**src/rtl/rgb_pwm_array.sv**
```systemverilog
// rgb_pwm_array: multi-LED RGB565 PWM driver with static, blink, breathe and off modes.
// Colour and mode requests are staged and only take effect at a PWM frame boundary,
// so a duty cycle never changes partway through a frame.
module rgb_pwm_array #(
  parameter int NUM_LEDS       = 2,
  parameter int PRESCALE       = 1,
  parameter int BLINK_FRAMES   = 32,
  parameter int BREATHE_FRAMES = 4
) (
  input  logic                  clk,
  input  logic                  rst,
  input  logic [16*NUM_LEDS-1:0] color_in,
  input  logic [1:0]            mode,
  input  logic                  load,
  output logic [NUM_LEDS-1:0]   rLED,
  output logic [NUM_LEDS-1:0]   gLED,
  output logic [NUM_LEDS-1:0]   bLED,
  output logic                  frame_start
);

  typedef enum logic [1:0] {
    MODE_STATIC  = 2'b00,
    MODE_BLINK   = 2'b01,
    MODE_BREATHE = 2'b10,
    MODE_OFF     = 2'b11
  } mode_t;

  localparam int PW   = (PRESCALE > 1) ? $clog2(PRESCALE) : 1;
  localparam int FMAX = (BLINK_FRAMES > BREATHE_FRAMES) ? BLINK_FRAMES : BREATHE_FRAMES;
  localparam int FW   = $clog2(FMAX + 1);

  logic [PW-1:0]          pre_cnt;
  logic                   tick;
  logic [5:0]             pwm_cnt;
  logic                   wrap;
  logic                   pending;
  logic [16*NUM_LEDS-1:0] stage_color;
  logic [1:0]             stage_mode;
  logic [16*NUM_LEDS-1:0] shadow_color;
  mode_t                  state;
  mode_t                  next_state;
  logic                   mode_entry;
  logic [FW-1:0]          frame_cnt;
  logic [5:0]             bright;
  logic                   dir_up;
  logic                   blink_on;
  logic [NUM_LEDS-1:0]    r_next;
  logic [NUM_LEDS-1:0]    g_next;
  logic [NUM_LEDS-1:0]    b_next;

  // Scale a raw channel duty by the active mode's brightness rule.
  function automatic logic [5:0] eff_duty(input logic [5:0] d, input mode_t st,
                                          input logic [5:0] br, input logic on);
    logic [11:0] prod;
    logic [5:0]  res;
    prod = {6'd0, d} * {6'd0, br};
    case (st)
      MODE_STATIC:  res = d;
      MODE_BLINK:   res = on ? d : 6'd0;
      MODE_BREATHE: res = prod[11:6];
      default:      res = 6'd0;
    endcase
    return res;
  endfunction

  assign tick        = (pre_cnt == PW'(PRESCALE - 1));
  assign wrap        = tick && (pwm_cnt == 6'd63);
  assign frame_start = wrap;

  // Prescaler and 6-bit PWM counter form the frame timebase.
  always_ff @(posedge clk or negedge rst) begin
    if (!rst) begin
      pre_cnt <= '0;
      pwm_cnt <= 6'd0;
    end else if (tick) begin
      pre_cnt <= '0;
      pwm_cnt <= pwm_cnt + 6'd1;
    end else begin
      pre_cnt <= pre_cnt + PW'(1);
    end
  end

  // Staging register collects the latest request; it moves to the shadow copy only at a wrap.
  always_ff @(posedge clk or negedge rst) begin
    if (!rst) begin
      pending      <= 1'b0;
      stage_color  <= '0;
      stage_mode   <= 2'b00;
      shadow_color <= '0;
    end else begin
      if (wrap && pending) begin
        shadow_color <= stage_color;
      end
      if (load) begin
        pending     <= 1'b1;
        stage_color <= color_in;
        stage_mode  <= mode;
      end else if (wrap) begin
        pending <= 1'b0;
      end
    end
  end

  // Mode state register; the state is the shadow copy of the requested mode.
  always_ff @(posedge clk or negedge rst) begin
    if (!rst) begin
      state <= MODE_STATIC;
    end else begin
      state <= next_state;
    end
  end

  // Next mode comes from the staged request, but only at a frame wrap.
  always_comb begin
    next_state = state;
    mode_entry = 1'b0;
    if (wrap && pending) begin
      next_state = mode_t'(stage_mode);
      mode_entry = (stage_mode != state);
    end
  end

  // Per-frame sequencing of blink phase and breathe brightness.
  always_ff @(posedge clk or negedge rst) begin
    if (!rst) begin
      frame_cnt <= '0;
      bright    <= 6'd0;
      dir_up    <= 1'b1;
      blink_on  <= 1'b1;
    end else if (wrap) begin
      if (mode_entry) begin
        frame_cnt <= '0;
        blink_on  <= 1'b1;
        if (next_state == MODE_BREATHE) begin
          bright <= 6'd0;
          dir_up <= 1'b1;
        end
      end else begin
        case (state)
          MODE_BLINK: begin
            if (frame_cnt == FW'(BLINK_FRAMES - 1)) begin
              frame_cnt <= '0;
              blink_on  <= ~blink_on;
            end else begin
              frame_cnt <= frame_cnt + FW'(1);
            end
          end
          MODE_BREATHE: begin
            if (frame_cnt == FW'(BREATHE_FRAMES - 1)) begin
              frame_cnt <= '0;
              if (dir_up) begin
                if (bright == 6'd63) begin
                  dir_up <= 1'b0;
                  bright <= 6'd62;
                end else begin
                  bright <= bright + 6'd1;
                end
              end else begin
                if (bright == 6'd0) begin
                  dir_up <= 1'b1;
                  bright <= 6'd1;
                end else begin
                  bright <= bright - 6'd1;
                end
              end
            end else begin
              frame_cnt <= frame_cnt + FW'(1);
            end
          end
          default: frame_cnt <= '0;
        endcase
      end
    end
  end

  // Per-LED compare of the PWM counter against each channel's effective duty.
  for (genvar i = 0; i < NUM_LEDS; i++) begin : g_led
    logic [4:0] red;
    logic [5:0] grn;
    logic [4:0] blu;
    assign red = shadow_color[16*i+11 +: 5];
    assign grn = shadow_color[16*i+5 +: 6];
    assign blu = shadow_color[16*i +: 5];
    assign r_next[i] = pwm_cnt < eff_duty({red, red[4]}, state, bright, blink_on);
    assign g_next[i] = pwm_cnt < eff_duty(grn, state, bright, blink_on);
    assign b_next[i] = pwm_cnt < eff_duty({blu, blu[4]}, state, bright, blink_on);
  end

  // Register the compare results so the pins are glitch-free.
  always_ff @(posedge clk or negedge rst) begin
    if (!rst) begin
      rLED <= '0;
      gLED <= '0;
      bLED <= '0;
    end else begin
      rLED <= r_next;
      gLED <= g_next;
      bLED <= b_next;
    end
  end

endmodule

```
**config.mk**
```make
export PLATFORM = sky130hd
export DESIGN_NAME = rgb_pwm_array
export DESIGN_NICKNAME = d
export VERILOG_FILES = /design/src/rtl/rgb_pwm_array.sv
export SDC_FILE = /design/constraint.sdc
export NUM_CORES = 1
export LEC_CHECK = 0
export ABC_CLOCK_PERIOD_IN_PS = 10000
export BUFFER_PORTS_ARGS = -buffer_cell sky130_fd_sc_hd__buf_2
export CAP_MARGIN = 20
export CORE_MARGIN = 2
export CORE_UTILIZATION = 65
export CTS_CLUSTER_DIAMETER = 100
export DETAILED_ROUTE_END_ITERATION = 12
export PLACE_DENSITY = 0.84
export SKIP_LAST_GASP = 1
export SLEW_MARGIN = 20
export SYNTH_ARGS = -nofsm -noshare
export SYNTH_HDL_FRONTEND = slang
export SYNTH_SLANG_ARGS = --single-unit
```
**constraint.sdc**
```tcl
create_clock -name clk -period 10 [get_ports clk]
set_input_delay 2 -clock clk [delete_from_list [all_inputs] [get_ports clk]]
set_output_delay 2 -clock clk [all_outputs]
set_load 0.005 [all_outputs]
```
==> impl_metrics.env, run 1 <==
export IMPL_status="completed"
export IMPL_synth_ff_type="dfrtp_1"
export IMPL_cts_made_buffers=9
export IMPL_n_fill_cell=1142
export IMPL_globalplace_congestion=0.864
export IMPL_firstDrtPassIters=5
export IMPL_drv_slew=0
export IMPL_die_w_um=132
export IMPL_cts_hold_buf=0
export IMPL_drt_vias_per_instance=5.96
export IMPL_htree_levels=3
export IMPL_grtUsageTotal_pct=27.7
export IMPL_ys_ff_latch=95
export IMPL_cts_resized=0
export IMPL_p_leak_nw=5.98
export IMPL_start_util_pct=66.6
export IMPL_synth_cell_types=62
export IMPL_place_hpwl_um=16300
export IMPL_worst_pin_slew_ns=0.862
export IMPL_core_area_um2=15900
export IMPL_finalSetupViolCount=0
export IMPL_arrival_ns=5.66
export IMPL_hold_depth=1
export IMPL_wl_per_cell_um=17.0
export IMPL_syn_area_per_cell_um2=9.81
export IMPL_crit_fanout=28
export IMPL_drive_above_1_share_pct=13.2
export IMPL_drc=0
export IMPL_finClkSkew_ns=0.00724
export IMPL_cp_start_kind="flip-flop"
export IMPL_clk_latency_ns=0.36
export IMPL_area_growth_pct=6.75
export IMPL_reg2reg_from="bright[2]"
export IMPL_diodes=0
export IMPL_relSlewSlack_pct=42.5
export IMPL_synth_cells=1083
export IMPL_antenna_found_initial=0
export IMPL_port_buffers=43
export IMPL_hold_path_startpoint="stage_color[5]"
export IMPL_totalPowerFinal_w=0.000795
export IMPL_powerDensity_nw_per_um2=70.1
export IMPL_synthArstFlopShare_pct=100
export IMPL_yosys_top_cells_count="inv_1, ha_1, and2_1"
export IMPL_cts_buffer_depth=2
export IMPL_cts_root_buf="clkbuf_16"
export IMPL_fin_crit_sh_pct=53.8
export IMPL_layout_nets=1381
export IMPL_yosys_area_top_type_share_pct=21.9
export IMPL_rrSetupSlack_ns=4.62
export IMPL_fin_crit_ns=5.38
export IMPL_hold_class="flip-flop to flip-flop"
export IMPL_yosysMostFrequentCell="inv_1"
export IMPL_die_h_um=132
export IMPL_ys_top_cells_by_area="dfrtp_1, fa_1, ha_1, and2_1, mux2_2"
export IMPL_ant_nets=0
export IMPL_boundaryPins=44
export IMPL_synth_edff_count=0
export IMPL_reg2reg_to="gLED[0]"
export IMPL_cap_violations=0
export IMPL_fmax_mhz=186
export IMPL_grt_pass1_vias=8391
export IMPL_hold_violations=0
export IMPL_tns_ns=0
export IMPL_tritoncts="done"
export IMPL_detail_route_iter0_violations=461
export IMPL_cp_required_ns=10.28
export IMPL_critical_path_class="flip-flop to flip-flop"
export IMPL_reg2reg_depth=17
export IMPL_whs_endpoint="stage_color[5]"
export IMPL_ir_drop_uv=77.5
export IMPL_drt_wl_total_um=22600
export IMPL_crit_path_end_kind="flip-flop"
export IMPL_num_rows=46
export IMPL_grt_pass1_wl_um=39300
export IMPL_numClockSinks=95
export IMPL_regArea_um2=2380
export IMPL_ys_warnings_count=0
export IMPL_seq_area_frac_synth_pct=22.4
export IMPL_clk_pin_slew_worst_paths_ns=0.07
export IMPL_dieArea_um2=17400
export IMPL_syn_nets=1357
export IMPL_post_cts_buffers=0
export IMPL_multi_input_area_um2=7540
export IMPL_grt_max_degree=67
export IMPL_yosysTopAreaCell="dfrtp_1"
export IMPL_num_vias=7920
export IMPL_overflow=0
export IMPL_rsz0062_at_grt="false"
export IMPL_syn_area_um2=10600
how the worst max path moves through the flow:
stage / start / end / slack, ns
after floorplan: bright[5] / gLED[0] / 5.02
after global placement: bright[4] / bLED[0] / 4.90
after detailed placement: bright[2] / rLED[0] / 4.73
after CTS: bright[5] / gLED[0] / 4.66
after global routing: bright[2] / gLED[0] / 4.29
final: bright[2] / gLED[0] / 4.62
stage by stage:
| step | setup WS (ns) | instance area (um2) | hold WS [ns] | util, % | instances |
|---|---|---|---|---|---|
| 4_1_cts | 4.66 | 11300 | 0.506 | 71.1 | 1328 |
| 6_report | 4.62 | 11300 | 0.503 | 71.1 | 1328 |
| 5_1_grt | 4.29 | 11300 | 0.524 | 71.1 | 1328 |
| 3_5_place_dp | 4.73 | 11000 | 0.490 | 69.3 | 1312 |
| 2_1_floorplan | 5.02 | 10600 | 0.477 | - | 1083 |
| 3_3_place_gp | 4.90 | 11000 | 0.485 | 69.3 | 1312 |
cell type report:
class | instances | area share [%]
clock buffer | 11 | 2.05
clock inverter | 5 | 0.507
inverter | 148 | 4.90
multi-input combinational | 798 | 66.5
sequential | 95 | 21.0
tap | 216 | 2.38
timing repair buffer | 55 | 2.71
logic make-up after synthesis:
family	synth area share [%]
xor gates and xnor gates	3.38
and+or+nand+nor	15.5
muxes	7.30
adders and majority gates	34.7
AOI/OAI and AO/OA	9.94
DFF	22.4
buffers and inverters	6.77
cells in the final DEF, fill, tap and decap left out, drive strengths merged, types with 27 or more instances in the layout:
cell,n
fa,96
a21oi,31
o21ai,29
inv,148
buf,55
ha,141
mux2,68
nand2,77
dfrtp,93
and2,135
a22oi,27
report_power, final:
group	switching, W	internal (W)	leakage, nW
Sequential	0.00000708	0.000398	1.22
Clock	0.000162	0.000195	0.144
Combinational	0.0000153	0.0000179	4.61
worst max-delay path: stages, from the launching register on:
cell and delay [ns]:
dfrtp_1 0.72, buf_4 0.41, and2_1 0.21, fa_1 0.40, inv_1 0.08, fa_1 0.45
fa_1 0.56, inv_1 0.04, ha_1 0.30, a21oi_1 0.17, o211a_1 0.25, nor3_1 0.08
a2111oi_0 0.57, xor2_1 0.21, a22oi_1 0.10, ha_1 0.22, a2111oi_0 0.36, o2bb2ai_1 0.17
state kept, by name, indices dropped and copies added, names as in the netlist:
register      cells
frame_cnt         6
bright            6
pwm_cnt           6
blink_on          1
bLED              2
shadow_color     32
stage_mode        2
gLED              2
stage_color      32
pending           1
state             2
dir_up            1
rLED              2
layer usage:
metal  vias up  global-route usage, %  share of wire, %
met5         -                      0                 0
met1      3964                   36.3                44
met4         0                   8.76               1.6
li1       3688                      -                 -
met2       224                   48.1                50
met3        44                   3.81               4.9
(Power assumes the default switching activity.)
==> run 2, diff against run 1 <==
--- a/config.mk
+++ b/config.mk
@@ -5,14 +5,14 @@
 export SDC_FILE = /design/constraint.sdc
 export NUM_CORES = 1
 export LEC_CHECK = 0
-export ABC_CLOCK_PERIOD_IN_PS = 10000
+export ABC_CLOCK_PERIOD_IN_PS = 5380
 export BUFFER_PORTS_ARGS = -buffer_cell sky130_fd_sc_hd__buf_2
 export CAP_MARGIN = 20
 export CORE_MARGIN = 2
-export CORE_UTILIZATION = 65
+export CORE_UTILIZATION = 64
 export CTS_CLUSTER_DIAMETER = 100
 export DETAILED_ROUTE_END_ITERATION = 12
-export PLACE_DENSITY = 0.84
+export PLACE_DENSITY = 0.83
 export SKIP_LAST_GASP = 1
 export SLEW_MARGIN = 20
 export SYNTH_ARGS = -nofsm -noshare
==> constraint.sdc (replaced) <==
create_clock -name clk -period 5.38 [get_ports clk]
set_input_delay 1.076 -clock clk [delete_from_list [all_inputs] [get_ports clk]]
set_output_delay 1.076 -clock clk [all_outputs]
set_load 0.005 [all_outputs]
==> impl_metrics.env, run 2 (synthesized netlist as in run 1, its figures left out) <==
export IMPL_drc=0
export IMPL_firstDrtPassIters=5
export IMPL_ir_drop_uv=149
export IMPL_cpPeakStageDelay_ns=0.55
export IMPL_die_h_um=133
export IMPL_final_common_cell="inv_1"
export IMPL_slowest_stage="fa_1"
export IMPL_relSlewSlack_pct=30.4
export IMPL_wl_per_cell_um=17.7
export IMPL_drive_above_1_share_pct=14.6
export IMPL_n_fill_cell=1169
export IMPL_place_hpwl_um=17700
export IMPL_fin_crit_sh_pct=94.3
export IMPL_numClockSinks=95
export IMPL_fmax_mhz=197
export IMPL_fin_crit_ns=5.07
export IMPL_core_area_um2=16400
export IMPL_totalPowerFinal_w=0.00148
export IMPL_clk_latency_ns=0.36
export IMPL_finClkSkew_ns=0.00666
export IMPL_cts_made_buffers=9
export IMPL_worst_pin_slew_ns=1.04
export IMPL_diodes=0
export IMPL_detail_route_iter0_violations=543
export IMPL_finalSetupViolCount=0
export IMPL_tns_ns=0
export IMPL_p_leak_nw=6.07
export IMPL_grt_max_degree=52
export IMPL_boundaryPins=44
export IMPL_num_rows=47
export IMPL_grt_pass1_wl_um=40700
export IMPL_crit_fanout=5
export IMPL_die_w_um=133
export IMPL_num_vias=8068
export IMPL_cap_violations=0
export IMPL_area_growth_pct=8.37
export IMPL_status="completed"
export IMPL_critical_path_class="flip-flop to flip-flop"
export IMPL_clk_pin_slew_worst_paths_ns=0.07
export IMPL_hold_ws_ns=0.505
export IMPL_tritoncts="done"
export IMPL_drt_wl_total_um=23900
export IMPL_worstPathCellList="buf_4, and2_1, fa_1, fa_1, inv_1, fa_1, inv_1, ha_1, a211o_1, a311o_1, a41oi_2, nor2b_1, or3_1, a32oi_1, ha_1, nand3_1, a211oi_1, a21oi_1"
export IMPL_start_util_pct=64.8
export IMPL_rsz0062_at_grt="false"
export IMPL_drv_slew=0
export IMPL_globalplace_congestion=0.891
export IMPL_cts_buffer_depth=2
export IMPL_path_buf_inv=3
export IMPL_dieArea_um2=17600
export IMPL_ant_nets=0
export IMPL_powerDensity_nw_per_um2=129
export IMPL_grt_pass1_vias=8615
export IMPL_htree_levels=3
export IMPL_crit_path_end_kind="flip-flop"
export IMPL_cp_required_ns=5.65
export IMPL_port_buffers=43
export IMPL_cts_hold_buf=0
export IMPL_grtUsageTotal_pct=28.7
export IMPL_cts_root_buf="clkbuf_16"
export IMPL_antenna_found_initial=0
export IMPL_layout_common_cells="inv_1, ha_1, and2_1"
export IMPL_drt_vias_per_instance=5.99
export IMPL_overflow=0
export IMPL_layout_nets=1397
export IMPL_cp_top_family="adder cells"
export IMPL_hold_violations=0
export IMPL_hold_class="flip-flop to flip-flop"
export IMPL_cpMostUsedCell="fa_1"
export IMPL_cp_start_kind="flip-flop"
export IMPL_arrival_ns=5.35
export IMPL_largest_registers="shadow_color (32), stage_color (32)"
==> run 2: cell type report <==
type | count | area [um2] | share of cell area [%]
Clock inverter | 3 | 42.5 | 0.369
Inverter | 148 | 556 | 4.82
Tap cell | 220 | 275 | 2.39
Multi-Input combinational cell | 798 | 7540 | 65.5
Clock buffer | 13 | 250 | 2.17
Sequential cell | 95 | 2380 | 20.7
Timing Repair Buffer | 71 | 464 | 4.03
==> run 2: per-stage QoR <==
step | instances | instance area, um2 | setup WS, ns | util (%)
final | 1348 | 11500 | 0.307 | 70.2
after detailed placement | 1330 | 11200 | 0.118 | 68.1
after global routing | 1348 | 11500 | 0.0108 | 70.2
after floorplan | 1083 | 10600 | 0.398 | -
after CTS | 1346 | 11500 | 0.0890 | 69.9
after global placement | 1330 | 11200 | 0.325 | 68.1
==> run 2: where the power goes <==
group / switching (W) / internal [W]
combinational: 0.0000293 / 0.0000333
clock: 0.000292 / 0.000373
sequential: 0.0000143 / 0.000740
total: 0.000335 / 0.00115
==> run 2: metal layers <==
metal | wire length [um] | GRT usage, % | vias to the layer above
li1 | - | - | 3716
met1 | 9980 | 36.7 | 4029
met2 | 11800 | 49.5 | 260
met3 | 1430 | 4.56 | 63
met4 | 622 | 10.9 | 0
met5 | 0 | 0 | -
==> run 2: worst paths after layout <==
| path | slack [ns] | depth (start not counted) | to | startpoint |
|---|---|---|---|---|
| worst max-delay path | 0.31 | 18 | bLED[1] | bright[5] |
| worst min-delay path | 0.50 | 1 | shadow_color[26] | stage_color[26] |
| worst max register to register | 0.31 | 18 | bLED[1] | bright[5] |
| worst min register to register | 0.50 | 1 | shadow_color[26] | stage_color[26] |
| max in group asynchronous | 3.56 | 2 | shadow_color[18] | rst |
| min in group asynchronous | 0.77 | 1 | stage_mode[0] | rst |
==> run 2: what timing repair did <==
action | CTS | global route
setup buffers | 0 | 2
gates resized for setup | 0 | 8
setup endpoints to repair | 0 | 4
==> run 3, diff against run 2 <==
--- a/config.mk
+++ b/config.mk
@@ -9,10 +9,11 @@
 export BUFFER_PORTS_ARGS = -buffer_cell sky130_fd_sc_hd__buf_2
 export CAP_MARGIN = 20
 export CORE_MARGIN = 2
-export CORE_UTILIZATION = 64
+export CORE_UTILIZATION = 40
 export CTS_CLUSTER_DIAMETER = 100
+export CTS_CLUSTER_SIZE = 8
 export DETAILED_ROUTE_END_ITERATION = 12
-export PLACE_DENSITY = 0.83
+export PLACE_DENSITY = 0.57
 export SKIP_LAST_GASP = 1
 export SLEW_MARGIN = 20
 export SYNTH_ARGS = -nofsm -noshare
==> impl_metrics.env, run 3 (synthesized netlist as in run 1, its figures left out) <==
export IMPL_dp_cells=1455
export IMPL_clk_latency_ns=0.36
export IMPL_ir_drop_uv=100
export IMPL_hold_depth=1
export IMPL_ant_nets=0
export IMPL_layout_nets=1405
export IMPL_cts_hold_buf=0
export IMPL_crit_start="bright[3]"
export IMPL_critical_path_class="flip-flop to flip-flop"
export IMPL_reg2reg_from="bright[3]"
export IMPL_cts_buffer_depth=2
export IMPL_diodes=0
export IMPL_switching_power_w=0.000357
export IMPL_die_w_um=167
export IMPL_status="completed"
export IMPL_cpMostUsedCell="fa_1"
export IMPL_p_int_w=0.00121
export IMPL_whs_endpoint="shadow_color[26]"
export IMPL_finClkSkew_ns=0.0103
export IMPL_cp_start_kind="flip-flop"
export IMPL_clk_pin_slew_worst_paths_ns=0.07
export IMPL_finalSetupViolCount=0
export IMPL_regArea_um2=2380
export IMPL_largest_registers="shadow_color (32), stage_color (32)"
export IMPL_start_util_pct=40.8
export IMPL_grt_pass1_wl_um=41500
export IMPL_pre_cts_ws_ns=0.334
export IMPL_num_vias=7731
export IMPL_drive_above_1_share_pct=15.1
export IMPL_htree_levels=3
export IMPL_hold_violations=0
export IMPL_worstPathCellList="buf_4, and2_1, fa_1, fa_1, inv_1, fa_1, inv_1, ha_1, o21a_1, o21ai_0, nor3_1, a2111oi_1, xor2_1, a22oi_1, ha_1, a2111oi_0, o2bb2ai_1"
export IMPL_area_growth_pct=10.4
export IMPL_drt_vias_per_instance=5.26
export IMPL_fmax_mhz=200
export IMPL_rrSetupSlack_ns=0.39
export IMPL_core_area_um2=26100
export IMPL_arrival_ns=5.28
export IMPL_relSlewSlack_pct=40.7
export IMPL_wl_per_cell_um=16.7
export IMPL_worst_pin_slew_ns=0.889
export IMPL_powerDensity_nw_per_um2=134
export IMPL_cts_made_buffers=9
export IMPL_hold_ws_ns=0.500
export IMPL_p_seq_share_pct=48.1
export IMPL_dieArea_um2=27900
export IMPL_tns_ns=0
export IMPL_place_hpwl_um=18800
export IMPL_pwr_share_comb_pct=4.0
export IMPL_grt_max_degree=50
export IMPL_grt_pass1_vias=8036
export IMPL_p_sw_share_pct=22.8
export IMPL_n_fill_cell=2538
export IMPL_p_leak_nw=6.13
export IMPL_reg2reg_depth=17
export IMPL_fin_cells=1471
export IMPL_port_buffers=43
export IMPL_crit_path_end_kind="flip-flop"
export IMPL_drv_slew=0
export IMPL_antenna_found_initial=0
export IMPL_hold_class="flip-flop to flip-flop"
export IMPL_reg2reg_to="gLED[0]"
export IMPL_final_setup_worst_slack_ns=0.390
export IMPL_num_rows=59
export IMPL_drt_wl_total_um=24600
export IMPL_firstDrtPassIters=4
export IMPL_cap_violations=0
export IMPL_die_h_um=167
export IMPL_globalplace_congestion=0.837
export IMPL_numClockSinks=95
export IMPL_slowest_stage="dfrtp_1"
export IMPL_final_common_cell="inv_1"
export IMPL_hold_path_startpoint="stage_color[26]"
export IMPL_p_clk_share_pct=47.9
export IMPL_cpPeakStageDelay_ns=0.59
export IMPL_layout_common_cells="inv_1, ha_1, and2_1"
export IMPL_boundaryPins=44
export IMPL_multi_input_area_um2=7540
export IMPL_overflow=0
export IMPL_detail_route_iter0_violations=221
export IMPL_fin_crit_ns=4.99
export IMPL_cts_resized=0
export IMPL_rsz0062_at_grt="false"
export IMPL_grtUsageTotal_pct=18.5
export IMPL_cts_root_buf="clkbuf_16"
export IMPL_cp_required_ns=5.67
export IMPL_fin_crit_sh_pct=92.8
export IMPL_post_cts_buffers=0
export IMPL_drc=0
export IMPL_crit_fanout=11
export IMPL_tritoncts="done"
-- run 3: layer usage --
| layer | wire length [um] | track usage [%] |
|---|---|---|
| met4 | 265 | 3.75 |
| met1 | 11800 | 25.0 |
| met5 | 0 | 0 |
| met2 | 11700 | 31.2 |
| met3 | 795 | 3.07 |
-- run 3: worst max-delay path, delay by kind of cell, from the launching register on --
family	cells	cell delay (ns)
fa+ha+maj	5	2.07
xor+xnor	1	0.20
flops	1	0.59
simple gates	2	0.27
buf+inv	3	0.32
compound gates	6	1.47
-- run 3: stage by stage --
step / instance area (um2) / total power, W / util (%)
after floorplan: 10600 / 0.000795 / -
after global placement: 11400 / 0.000831 / 43.7
after detailed placement: 11400 / 0.000833 / 43.7
after CTS: 11700 / 0.00159 / 45.0
after global routing: 11700 / 0.00163 / 45.0
final: 11700 / 0.00157 / 45.0
-- run 3: worst max-delay path by stage --
stage | endpoint | depth (start not counted)
floorplan | gLED[0] | 20
global placement | gLED[1] | 17
detailed placement | gLED[0] | 17
CTS | gLED[0] | 17
global route | gLED[0] | 17
finish | gLED[0] | 17
-- run 3: layout make-up --
type	count	area share [%]
well taps	335	3.57
inverters	148	4.74
clock buffers	12	2.19
clock inverters	4	0.651
repair buffers	79	4.27
multi-input cells	798	64.3
flip-flops and latches	95	20.3
-- run 3: power groups by stage --
stage,combinational [W],clock [W],sequential (W)
3_3_place_gp,0.0000640,0,0.000767
2_1_floorplan,0.0000324,0,0.000762
3_5_place_dp,0.0000653,0,0.000768
5_1_grt,0.0000717,0.000804,0.000757
4_1_cts,0.0000654,0.000774,0.000754
6_report,0.0000623,0.000750,0.000753
